$ cat src/rtl/proc_pkg.sv
// Shared definitions for the 16-bit processor: opcodes, sequencer states,
// instruction field positions and default widths.
package proc_pkg;

    localparam int unsigned PC_W_DEF = 8;
    localparam int unsigned INSTR_W  = 16;
    localparam int unsigned REG_AW   = 4;
    localparam int unsigned DATA_W   = 16;
    localparam int unsigned CNT_W    = 16;

    localparam int unsigned OP_MSB  = 15;
    localparam int unsigned OP_LSB  = 12;
    localparam int unsigned RD_MSB  = 11;
    localparam int unsigned RD_LSB  = 8;
    localparam int unsigned RS1_MSB = 7;
    localparam int unsigned RS1_LSB = 4;
    localparam int unsigned RS2_MSB = 3;
    localparam int unsigned RS2_LSB = 0;
    localparam int unsigned TGT_MSB = 7;

    typedef enum logic [3:0] {
        OP_ADD   = 4'h0,
        OP_SUB   = 4'h1,
        OP_AND   = 4'h2,
        OP_OR    = 4'h3,
        OP_XOR   = 4'h4,
        OP_SHL   = 4'h5,
        OP_SHR   = 4'h6,
        OP_ADDI  = 4'h7,
        OP_SUBI  = 4'h8,
        OP_MOV   = 4'h9,
        OP_BEQZ  = 4'hA,
        OP_JMP   = 4'hB,
        OP_RSV_C = 4'hC,
        OP_RSV_D = 4'hD,
        OP_RSV_E = 4'hE,
        OP_HALT  = 4'hF
    } opcode_e;

    typedef enum logic [2:0] {
        S_FETCH  = 3'd0,
        S_DECODE = 3'd1,
        S_EXEC   = 3'd2,
        S_WB     = 3'd3,
        S_HALT   = 3'd4
    } state_e;

endpackage

$ cat src/rtl/instr_field_decode.sv
// Combinational instruction decode: register addresses, immediate select,
// ALU opcode and instruction class flags.
module instr_field_decode
    import proc_pkg::*;
(
    input  logic [INSTR_W-1:0] ir,
    output logic [REG_AW-1:0]  reg1,
    output logic [REG_AW-1:0]  reg2,
    output logic [REG_AW-1:0]  rd,
    output logic [3:0]         alu_op,
    output logic               is_imm,
    output logic               is_alu,
    output logic               is_beqz,
    output logic               is_jmp,
    output logic               is_rsvd,
    output logic               is_halt
);

    logic [3:0] op;

    assign op = ir[OP_MSB:OP_LSB];

    always_comb begin
        reg1    = ir[RS1_MSB:RS1_LSB];
        reg2    = ir[RS2_MSB:RS2_LSB];
        rd      = ir[RD_MSB:RD_LSB];
        alu_op  = op;
        is_imm  = 1'b0;
        is_alu  = 1'b0;
        is_beqz = 1'b0;
        is_jmp  = 1'b0;
        is_rsvd = 1'b0;
        is_halt = 1'b0;
        case (opcode_e'(op))
            OP_ADD, OP_SUB, OP_AND, OP_OR, OP_XOR, OP_SHL, OP_SHR, OP_MOV: begin
                is_alu = 1'b1;
            end
            OP_ADDI, OP_SUBI: begin
                is_alu = 1'b1;
                is_imm = 1'b1;
            end
            OP_BEQZ: begin
                // Branch tests the register named in the rd field on port 1
                is_beqz = 1'b1;
                reg1    = ir[RD_MSB:RD_LSB];
            end
            OP_JMP:  is_jmp  = 1'b1;
            OP_HALT: is_halt = 1'b1;
            default: is_rsvd = 1'b1;
        endcase
    end

endmodule

$ cat src/rtl/instr_ctrl.sv
// Fetch/decode/control sequencer: owns the PC, fetches over req/valid,
// drives register-file addressing and resolves branches.
module instr_ctrl
    import proc_pkg::*;
#(
    parameter int unsigned     PC_W     = PC_W_DEF,
    parameter logic [PC_W-1:0] RESET_PC = '0
) (
    input  logic               clk,
    input  logic               rst,
    output logic               imem_req,
    output logic [PC_W-1:0]    imem_addr,
    input  logic               imem_valid,
    input  logic [INSTR_W-1:0] imem_rdata,
    input  logic [DATA_W-1:0]  rf_data1,
    output logic [REG_AW-1:0]  reg1,
    output logic [REG_AW-1:0]  reg2,
    output logic               isImmediate,
    output logic [REG_AW-1:0]  wR,
    output logic               writeEnable,
    output logic [3:0]         alu_op,
    output logic               halted,
    output logic               illegal,
    output logic [CNT_W-1:0]   retired
);

    state_e             state_q;
    logic [INSTR_W-1:0] ir_q;
    logic [PC_W-1:0]    pc_q;
    logic [REG_AW-1:0]  wr_q;
    logic               we_q;
    logic               halted_q;
    logic               illegal_q;
    logic [CNT_W-1:0]   retired_q;

    logic [REG_AW-1:0]  rd;
    logic               is_alu;
    logic               is_beqz;
    logic               is_jmp;
    logic               is_rsvd;
    logic               is_halt;

    logic [PC_W-1:0]    pc_inc;
    logic [PC_W-1:0]    target;
    logic               take_target;
    logic [CNT_W-1:0]   retired_inc;

    instr_field_decode u_decode (
        .ir      (ir_q),
        .reg1    (reg1),
        .reg2    (reg2),
        .rd      (rd),
        .alu_op  (alu_op),
        .is_imm  (isImmediate),
        .is_alu  (is_alu),
        .is_beqz (is_beqz),
        .is_jmp  (is_jmp),
        .is_rsvd (is_rsvd),
        .is_halt (is_halt)
    );

    assign pc_inc      = pc_q + PC_W'(1);
    assign target      = PC_W'(ir_q[TGT_MSB:0]);
    assign take_target = is_jmp | (is_beqz & (rf_data1 == '0));
    assign retired_inc = (retired_q == '1) ? retired_q : retired_q + CNT_W'(1);

    // Request is gated by rst so it drops the instant reset is asserted
    assign imem_req    = (state_q == S_FETCH) & ~rst;
    assign imem_addr   = pc_q;
    assign wR          = wr_q;
    assign writeEnable = we_q;
    assign halted      = halted_q;
    assign illegal     = illegal_q;
    assign retired     = retired_q;

    // Sequencer, PC and retirement counter
    always_ff @(posedge clk or posedge rst) begin
        if (rst) begin
            state_q   <= S_FETCH;
            ir_q      <= '0;
            pc_q      <= RESET_PC;
            wr_q      <= '0;
            we_q      <= 1'b0;
            halted_q  <= 1'b0;
            illegal_q <= 1'b0;
            retired_q <= '0;
        end else begin
            illegal_q <= 1'b0;
            case (state_q)
                S_FETCH: begin
                    if (imem_valid) begin
                        ir_q    <= imem_rdata;
                        state_q <= S_DECODE;
                    end
                end
                S_DECODE: begin
                    state_q <= S_EXEC;
                end
                S_EXEC: begin
                    if (is_alu) begin
                        we_q    <= 1'b1;
                        wr_q    <= rd;
                        state_q <= S_WB;
                    end else if (is_halt) begin
                        halted_q <= 1'b1;
                        state_q  <= S_HALT;
                    end else begin
                        pc_q      <= take_target ? target : pc_inc;
                        retired_q <= retired_inc;
                        illegal_q <= is_rsvd;
                        state_q   <= S_FETCH;
                    end
                end
                S_WB: begin
                    we_q      <= 1'b0;
                    pc_q      <= pc_inc;
                    retired_q <= retired_inc;
                    state_q   <= S_FETCH;
                end
                S_HALT: begin
                    state_q <= S_HALT;
                end
                default: begin
                    state_q <= S_FETCH;
                end
            endcase
        end
    end

endmodule

$ cat config.mk
export PLATFORM = sky130hd
export DESIGN_NAME = instr_ctrl
export DESIGN_NICKNAME = d
export VERILOG_FILES = /design/src/rtl/proc_pkg.sv /design/src/rtl/instr_field_decode.sv /design/src/rtl/instr_ctrl.sv
export SDC_FILE = /design/constraint.sdc
export NUM_CORES = 1
export LEC_CHECK = 0
export ABC_AREA = 1
export CAP_MARGIN = 10
export CORE_UTILIZATION = 35
export CTS_CLUSTER_DIAMETER = 50
export DETAILED_ROUTE_END_ITERATION = 12
export HOLD_SLACK_MARGIN = 0.08
export PLACE_DENSITY = 0.69
export SYNTH_ARGS = -nofsm -noshare
export SYNTH_HDL_FRONTEND = slang
export SYNTH_SLANG_ARGS = --single-unit
$ cat constraint.sdc
create_clock -name clk -period 1.6 [get_ports clk]
set_input_delay 0.16 -clock clk [delete_from_list [all_inputs] [get_ports clk]]
set_output_delay 0.16 -clock clk [all_outputs]
set_load 0.05 [all_outputs]
Word-level counts from Yosys, hierarchy flattened
Cells that the tools add are included.
{ "word_totals": {"inputBits": 35, "ff_bits": 50, "word_cells": 72} }
{ "classes": {"eq_ne": 21, "bitwise": 5, "n_addsub": 2, "n_reduce_logical": 12, "mux": 24} }
{ "op_table": {"columns": ["operator", "n"], "rows": [
  ["$mux W16", 3],
  ["$pmux W16 S2", 1],
  ["$mux W8", 3],
  ["$eq A4 B4 Y1 const B", 5],
  ["$add A16 B1 Y16 const B", 1],
  ["$eq A16 B16 Y1 const B", 1],
  ["$eq A4 B3 Y1 const B", 4],
  ["$logic_not A16 Y1", 1],
  ["$pmux W8 S2", 1],
  ["$reduce_or A13 Y1", 1],
  ["$pmux W3 S4", 1],
  ["$mux W1", 10],
  ["$reduce_or A10 Y1", 1],
  ["$mux W3", 3],
  ["$add A8 B1 Y8 const B", 1],
  ["$eq A4 B2 Y1 const B", 2],
  ["$ne A2 B2 Y1 const B", 4],
  ["$eq A3 B2 Y1 const B", 2],
  ["$reduce_and A2 Y1", 3],
  ["$reduce_and A3 Y1", 2],
  ["$eq A4 B1 Y1 const B", 1],
  ["$logic_not A4 Y1", 1],
  ["$mux W4", 1],
  ["$eq A3 B1 Y1 const B", 1],
  ["8 further kinds", 10]
]} }

Logic depth before layout (Yosys ltp)
{ "logic_depth": {"word_depth": 8, "ltp_mapped": 11, "depth_no_buf": 10} }

Hierarchy
A second synthesis with hierarchy kept.
{ "hier_totals": {"hier_cells": 345, "area_unflattened_um2": 2811.4} }
{ "by_module_without_submodules": {"columns": ["mod", "cells_each", "seq_area_each_um2", "instances", "area_each_um2"], "rows": [
  ["instr_ctrl", 303, 1251.2, 1, 2595.0],
  ["instr_field_decode", 42, 0.0, 1, 216.5]
]} }

Worst setup path before layout
OpenSTA, ideal clock, no wires.
{ "synth_timing": {"kind": "reg-to-output", "from": "reg ir_q[15]", "to": "out reg1[0]", "required_time_ns": 1.440, "arrival_ns": 1.849, "slack_ns": -0.409, "stages_incl_launch_ff": 5, "cell_sequence": "dfrtp_1 -> inv_1 -> nor2_2 -> nand3_1 -> o21ai_0"} }
{ "synth_between": {"elab_chain_len": 2} }
{ "synth_lines": {"columns": ["item", "line", "text"], "rows": [
  ["start: declaration", "instr_ctrl.sv:28", "logic [INSTR_W-1:0] ir_q;"],
  ["start signal: assignment", "instr_ctrl.sv:92", "ir_q <= imem_rdata;"],
  ["$eq A4 B4 Y1", "instr_field_decode.sv:34", "case (opcode_e'(op))"],
  ["$mux W4", "instr_field_decode.sv:34", null],
  ["end: declaration", "instr_ctrl.sv:16", "output logic [REG_AW-1:0] reg1,"]
]} }
No other way between the ends.

Worst setup path after layout
{ "layout_timing": {"from": "reg ir_q[14]", "to": "out reg1[0]"} }
The elaborated chain is that of the path after synthesis.

==> impl_metrics.prom <==
# TYPE chip_impl_metric gauge
chip_impl_metric{name="postSynthCellCount",unit=""} 350
chip_impl_metric{name="clkTransAtPathRegs",unit="ps"} 100
chip_impl_metric{name="final_cell_count_no_fill",unit=""} 536
chip_impl_info{name="critical_path.slowest_cell",value="sky130_fd_sc_hd__dfrtp_2"} 1
chip_impl_metric{name="max-vdd-ir-drop",unit="µV"} 1010
chip_impl_metric{name="routed-via-count",unit=""} 2491
chip_impl_metric{name="max-slew-margin-rel",unit=""} 0.798
chip_impl_metric{name="cts_made_buffers",unit=""} 5
chip_impl_metric{name="critical_path_arrival",unit="ps"} 1430
chip_impl_info{name="postSynth.topFlopCell",value="sky130_fd_sc_hd__dfrtp_1"} 1
chip_impl_info{name="cts-root-buf",value="sky130_fd_sc_hd__clkbuf_8"} 1
chip_impl_metric{name="mappedNetlistArea",unit="mm²"} 0.00268
chip_impl_metric{name="floorplan.initialDensity",unit=""} 0.366
chip_impl_metric{name="drt.antenna.violating_nets",unit=""} 0
chip_impl_metric{name="sequential_to_total_area_share_from_yosys_stat",unit=""} 0.466
chip_impl_metric{name="finish.utilization",unit=""} 0.521
chip_impl_info{name="worst_setup_path_end_kind",value="output pin"} 1
chip_impl_metric{name="max-cap-violations",unit=""} 0
chip_impl_metric{name="final_cell_area",unit="mm²"} 0.00382
chip_impl_metric{name="fmax",unit="MHz"} 630
chip_impl_metric{name="fin_setup_tns",unit="ps"} 0
chip_impl_info{name="start_kind",value="flop"} 1
chip_impl_info{name="synth_area_leaders",value="sky130_fd_sc_hd__dfrtp_1 (47%), sky130_fd_sc_hd__nand2_1 (15%), sky130_fd_sc_hd__nor2_1 (6.2%)"} 1
chip_impl_metric{name="finalNetCount",unit=""} 473
chip_impl_info{name="post-synth-top-area-cell",value="sky130_fd_sc_hd__dfrtp_1"} 1
chip_impl_metric{name="first_global_vias",unit=""} 2474
chip_impl_metric{name="synth.top_cell.area_share",unit=""} 0.466
chip_impl_metric{name="wire_length_of_the_first_global_routing_pass",unit="µm"} 10900
chip_impl_metric{name="gr-usage-met1",unit=""} 0.205
chip_impl_metric{name="fp-row-count",unit=""} 31
chip_impl_metric{name="pin_count",unit=""} 80
chip_impl_metric{name="first_pass_iters",unit=""} 4
chip_impl_metric{name="route.detailed.wl_per_inst",unit="µm"} 11.9
chip_impl_info{name="gr-max-usage-layer",value="met2"} 1
chip_impl_info{name="grt_setup_unrepaired",value="yes"} 1
chip_impl_metric{name="timing.final.max_slew_violations",unit=""} 0
chip_impl_metric{name="setup_violations",unit=""} 0
chip_impl_metric{name="fp.dieArea",unit="mm²"} 0.00802
chip_impl_metric{name="library_cells_used_by_synthesis",unit=""} 26
chip_impl_metric{name="hold_viol",unit=""} 0
chip_impl_metric{name="initial_antenna_violation_count",unit=""} 0
chip_impl_info{name="setup.worst_path.class",value="reg -> out"} 1
chip_impl_metric{name="hpwl_after_dpl",unit="µm"} 4820
chip_impl_metric{name="die_height",unit="µm"} 89.6
chip_impl_info{name="holdCritPathClass",value="in -> async"} 1
chip_impl_metric{name="total_power",unit="W"} 0.00775
chip_impl_metric{name="areaGrowthSynthToFinish",unit="%"} 42.3
chip_impl_info{name="critical_path.cell_chain",value="nor2_4, nand3_4, o21ai_4, buf_12"} 1
chip_impl_info{name="worstSetupStartpoint",value="ir_q[14]$_DFFE_PP0P_"} 1
chip_impl_metric{name="layout_min_cycle_time",unit="ps"} 1590
chip_impl_metric{name="drc",unit=""} 0
chip_impl_info{name="status",value="completed"} 1
chip_impl_metric{name="groute.layer.met3.usage",unit=""} 0.0526
chip_impl_info{name="tritoncts_clock_tree",value="done"} 1
chip_impl_metric{name="filler_cell_count",unit=""} 691
chip_impl_metric{name="design.core.area",unit="mm²"} 0.00733
chip_impl_metric{name="timing.critical_path.required",unit="ps"} 1440
chip_impl_metric{name="ys_async_sr_fraction",unit=""} 1.00
chip_impl_metric{name="powerDensity",unit="mW/mm²"} 2030
chip_impl_metric{name="critical-path-max-stage-delay",unit="ps"} 460
chip_impl_metric{name="drt-vias-per-instance",unit=""} 4.65
chip_impl_metric{name="worst_margin_slew",unit="ps"} 302
chip_impl_metric{name="count_of_flip_flops_with_a_built_in_enable_after_synthesis",unit=""} 0
chip_impl_metric{name="diodes",unit=""} 0
chip_impl_metric{name="grt_max_degree",unit=""} 51
chip_impl_metric{name="chipWidth",unit="µm"} 89.6
chip_impl_metric{name="cts.hold.buffers_added",unit=""} 0
chip_impl_info{name="yosys.cell_count.top_type",value="sky130_fd_sc_hd__nand2_1"} 1
chip_impl_metric{name="routed_wl",unit="µm"} 6380
chip_impl_metric{name="power_leakage",unit="nW"} 1.80
chip_impl_metric{name="finalWeightedCongestion",unit=""} 0.857
chip_impl_metric{name="synth.avg_cell_area",unit="µm²"} 7.67
chip_impl_metric{name="share_of_final_layout_standard_cells_stronger_than_drive_strength_1",unit=""} 0.247
chip_impl_metric{name="globalRouteTotalUtil",unit=""} 0.179
chip_impl_metric{name="placed_area",unit="mm²"} 0.00361
chip_impl_metric{name="fin_skew",unit="ps"} 8.30
chip_impl_metric{name="worstSkewPairLatency",unit="ps"} 310
chip_impl_metric{name="dpl.cell_count",unit=""} 523
chip_impl_metric{name="groute.layer.met2.usage",unit=""} 0.315
chip_impl_metric{name="critical_path_peak_fanout",unit=""} 8
chip_impl_metric{name="htreeDepth",unit=""} 2
chip_impl_metric{name="ys_ff_latch",unit=""} 50
chip_impl_metric{name="port_buffers",unit=""} 79
chip_impl_metric{name="syn-num-nets",unit=""} 387
chip_impl_metric{name="ctsLongestPathBuffers",unit=""} 2
chip_impl_metric{name="final_min_period_over_clock_period",unit=""} 0.993
chip_impl_metric{name="numClockSinks",unit=""} 50
chip_impl_metric{name="drt_iter0_drc",unit=""} 57
chip_impl_metric{name="number_of_synthesis_warnings",unit=""} 0
chip_impl_info{name="worstReg2RegStart",value="ir_q[14]$_DFFE_PP0P_"} 1
chip_impl_metric{name="overflow_left_after_global_routing",unit=""} 0
chip_impl_info{name="yosys-top-cells-count",value="sky130_fd_sc_hd__nand2_1 (106), sky130_fd_sc_hd__dfrtp_1 (50), sky130_fd_sc_hd__nor2_1 (44), sky130_fd_sc_hd__inv_1 (33), sky130_fd_sc_hd__nand3_1 (27)"} 1
==> worst paths after layout <==
| path | to | slack, ps | cells past startpoint |
|---|---|---|---|
| setup reg to reg | retired[15]$_DFFE_PP0P_ | 100 | 10 |
| hold / removal | illegal$_DFF_PP0_ | 290 | 3 |
| min in group clk | ir_q[1]$_DFFE_PP0P_ | 420 | 3 |
| max in group asynchronous | retired[7]$_DFFE_PP0P_ | 1060 | 3 |
| setup / recovery | reg1[0] | 10 | 4 |
| hold reg to reg | halted$_DFFE_PP0P_ | 480 | 2 |
==> metal layers <==
layer / vias up / share of wire
li1: 1258 / -
met1: 1146 / 0.43
met2: 78 / 0.49
met3: 9 / 0.062
met4: 0 / 0.020
met5: - / 0
==> layout by cell type, fill, tap and decap left out, types with 4 or more instances in the layout <==
master | Yosys | layout
sky130_fd_sc_hd__inv_1 | 33 | 31
sky130_fd_sc_hd__xnor2_1 | 15 | 15
sky130_fd_sc_hd__xor2_1 | 4 | 4
sky130_fd_sc_hd__o21ai_1 | 4 | 4
sky130_fd_sc_hd__buf_4 | 10 | 51
sky130_fd_sc_hd__nor2_4 | 1 | 5
sky130_fd_sc_hd__buf_12 | 0 | 8
sky130_fd_sc_hd__nand3_1 | 27 | 26
sky130_fd_sc_hd__nor2_1 | 44 | 42
sky130_fd_sc_hd__dfrtp_1 | 50 | 39
sky130_fd_sc_hd__o21ai_0 | 10 | 6
sky130_fd_sc_hd__nand2_1 | 106 | 105
sky130_fd_sc_hd__inv_2 | 3 | 4
sky130_fd_sc_hd__a21oi_1 | 18 | 18
sky130_fd_sc_hd__dfrtp_2 | 0 | 11
sky130_fd_sc_hd__clkbuf_8 | 0 | 6
sky130_fd_sc_hd__clkdlybuf4s50_1 | 0 | 34
sky130_fd_sc_hd__nand2_2 | 5 | 5
==> state kept, by name, indices dropped and copies added (netlist names) <==
| signal | flops |
|---|---|
| halted | 1 |
| illegal | 1 |
| imem_addr | 8 |
| ir_q | 16 |
| retired | 16 |
| state_q | 3 |
| wR | 4 |
| writeEnable | 1 |
==> cell type report <==
type / count / area, µm² / share of cell area
flip-flops and latches: 50 / 1260 / 0.331
clock buffers: 6 / 82.6 / 0.0216
repair buffers: 94 / 895 / 0.234
clock inverters: 2 / 12.5 / 0.00328
inverters: 37 / 146 / 0.0383
multi-input cells: 248 / 1290 / 0.339
well taps: 99 / 124 / 0.0324
==> power breakdown <==
part | switching [W] | internal (W) | total, W
logic | 0.00307 | 0.00173 | 0.00481
registers | 0.000423 | 0.00173 | 0.00216
clock network | 0.000436 | 0.000349 | 0.000785
==> kinds of logic after synthesis <==
logic type               count (synthesis)  synth area share
AO/OA/AOI/OAI                           34            0.0653
XOR/XNOR                                19            0.0620
AND/OR/NAND/NOR                        193             0.307
adder cells (fa/ha/maj)                  2           0.00932
flip-flops                              50             0.466
buffers and inverters                   52            0.0904
==> what timing repair did <==
item	in CTS	in global routing
pin swaps	2	2
setup endpoints to repair	5	30
gates resized for setup	13	7
setup buffers	2	3
==> worst max-delay path, delay by kind of cell, from the launching register on <==
kind            cells  cell delay, ps
buf+inv             1             150
flops               1             460
compound gates      1             210
simple gates        2             310
==> per-stage QoR <==
step / setup slack, ps / hold WS (ps)
finish: 11.5 / 287
global route: -97.0 / 338
CTS: -10.1 / 299
detailed placement: -39.7 / 461
global placement: 11.7 / 452
floorplan: -111 / 319
Power figures use the tool's default switching activity.
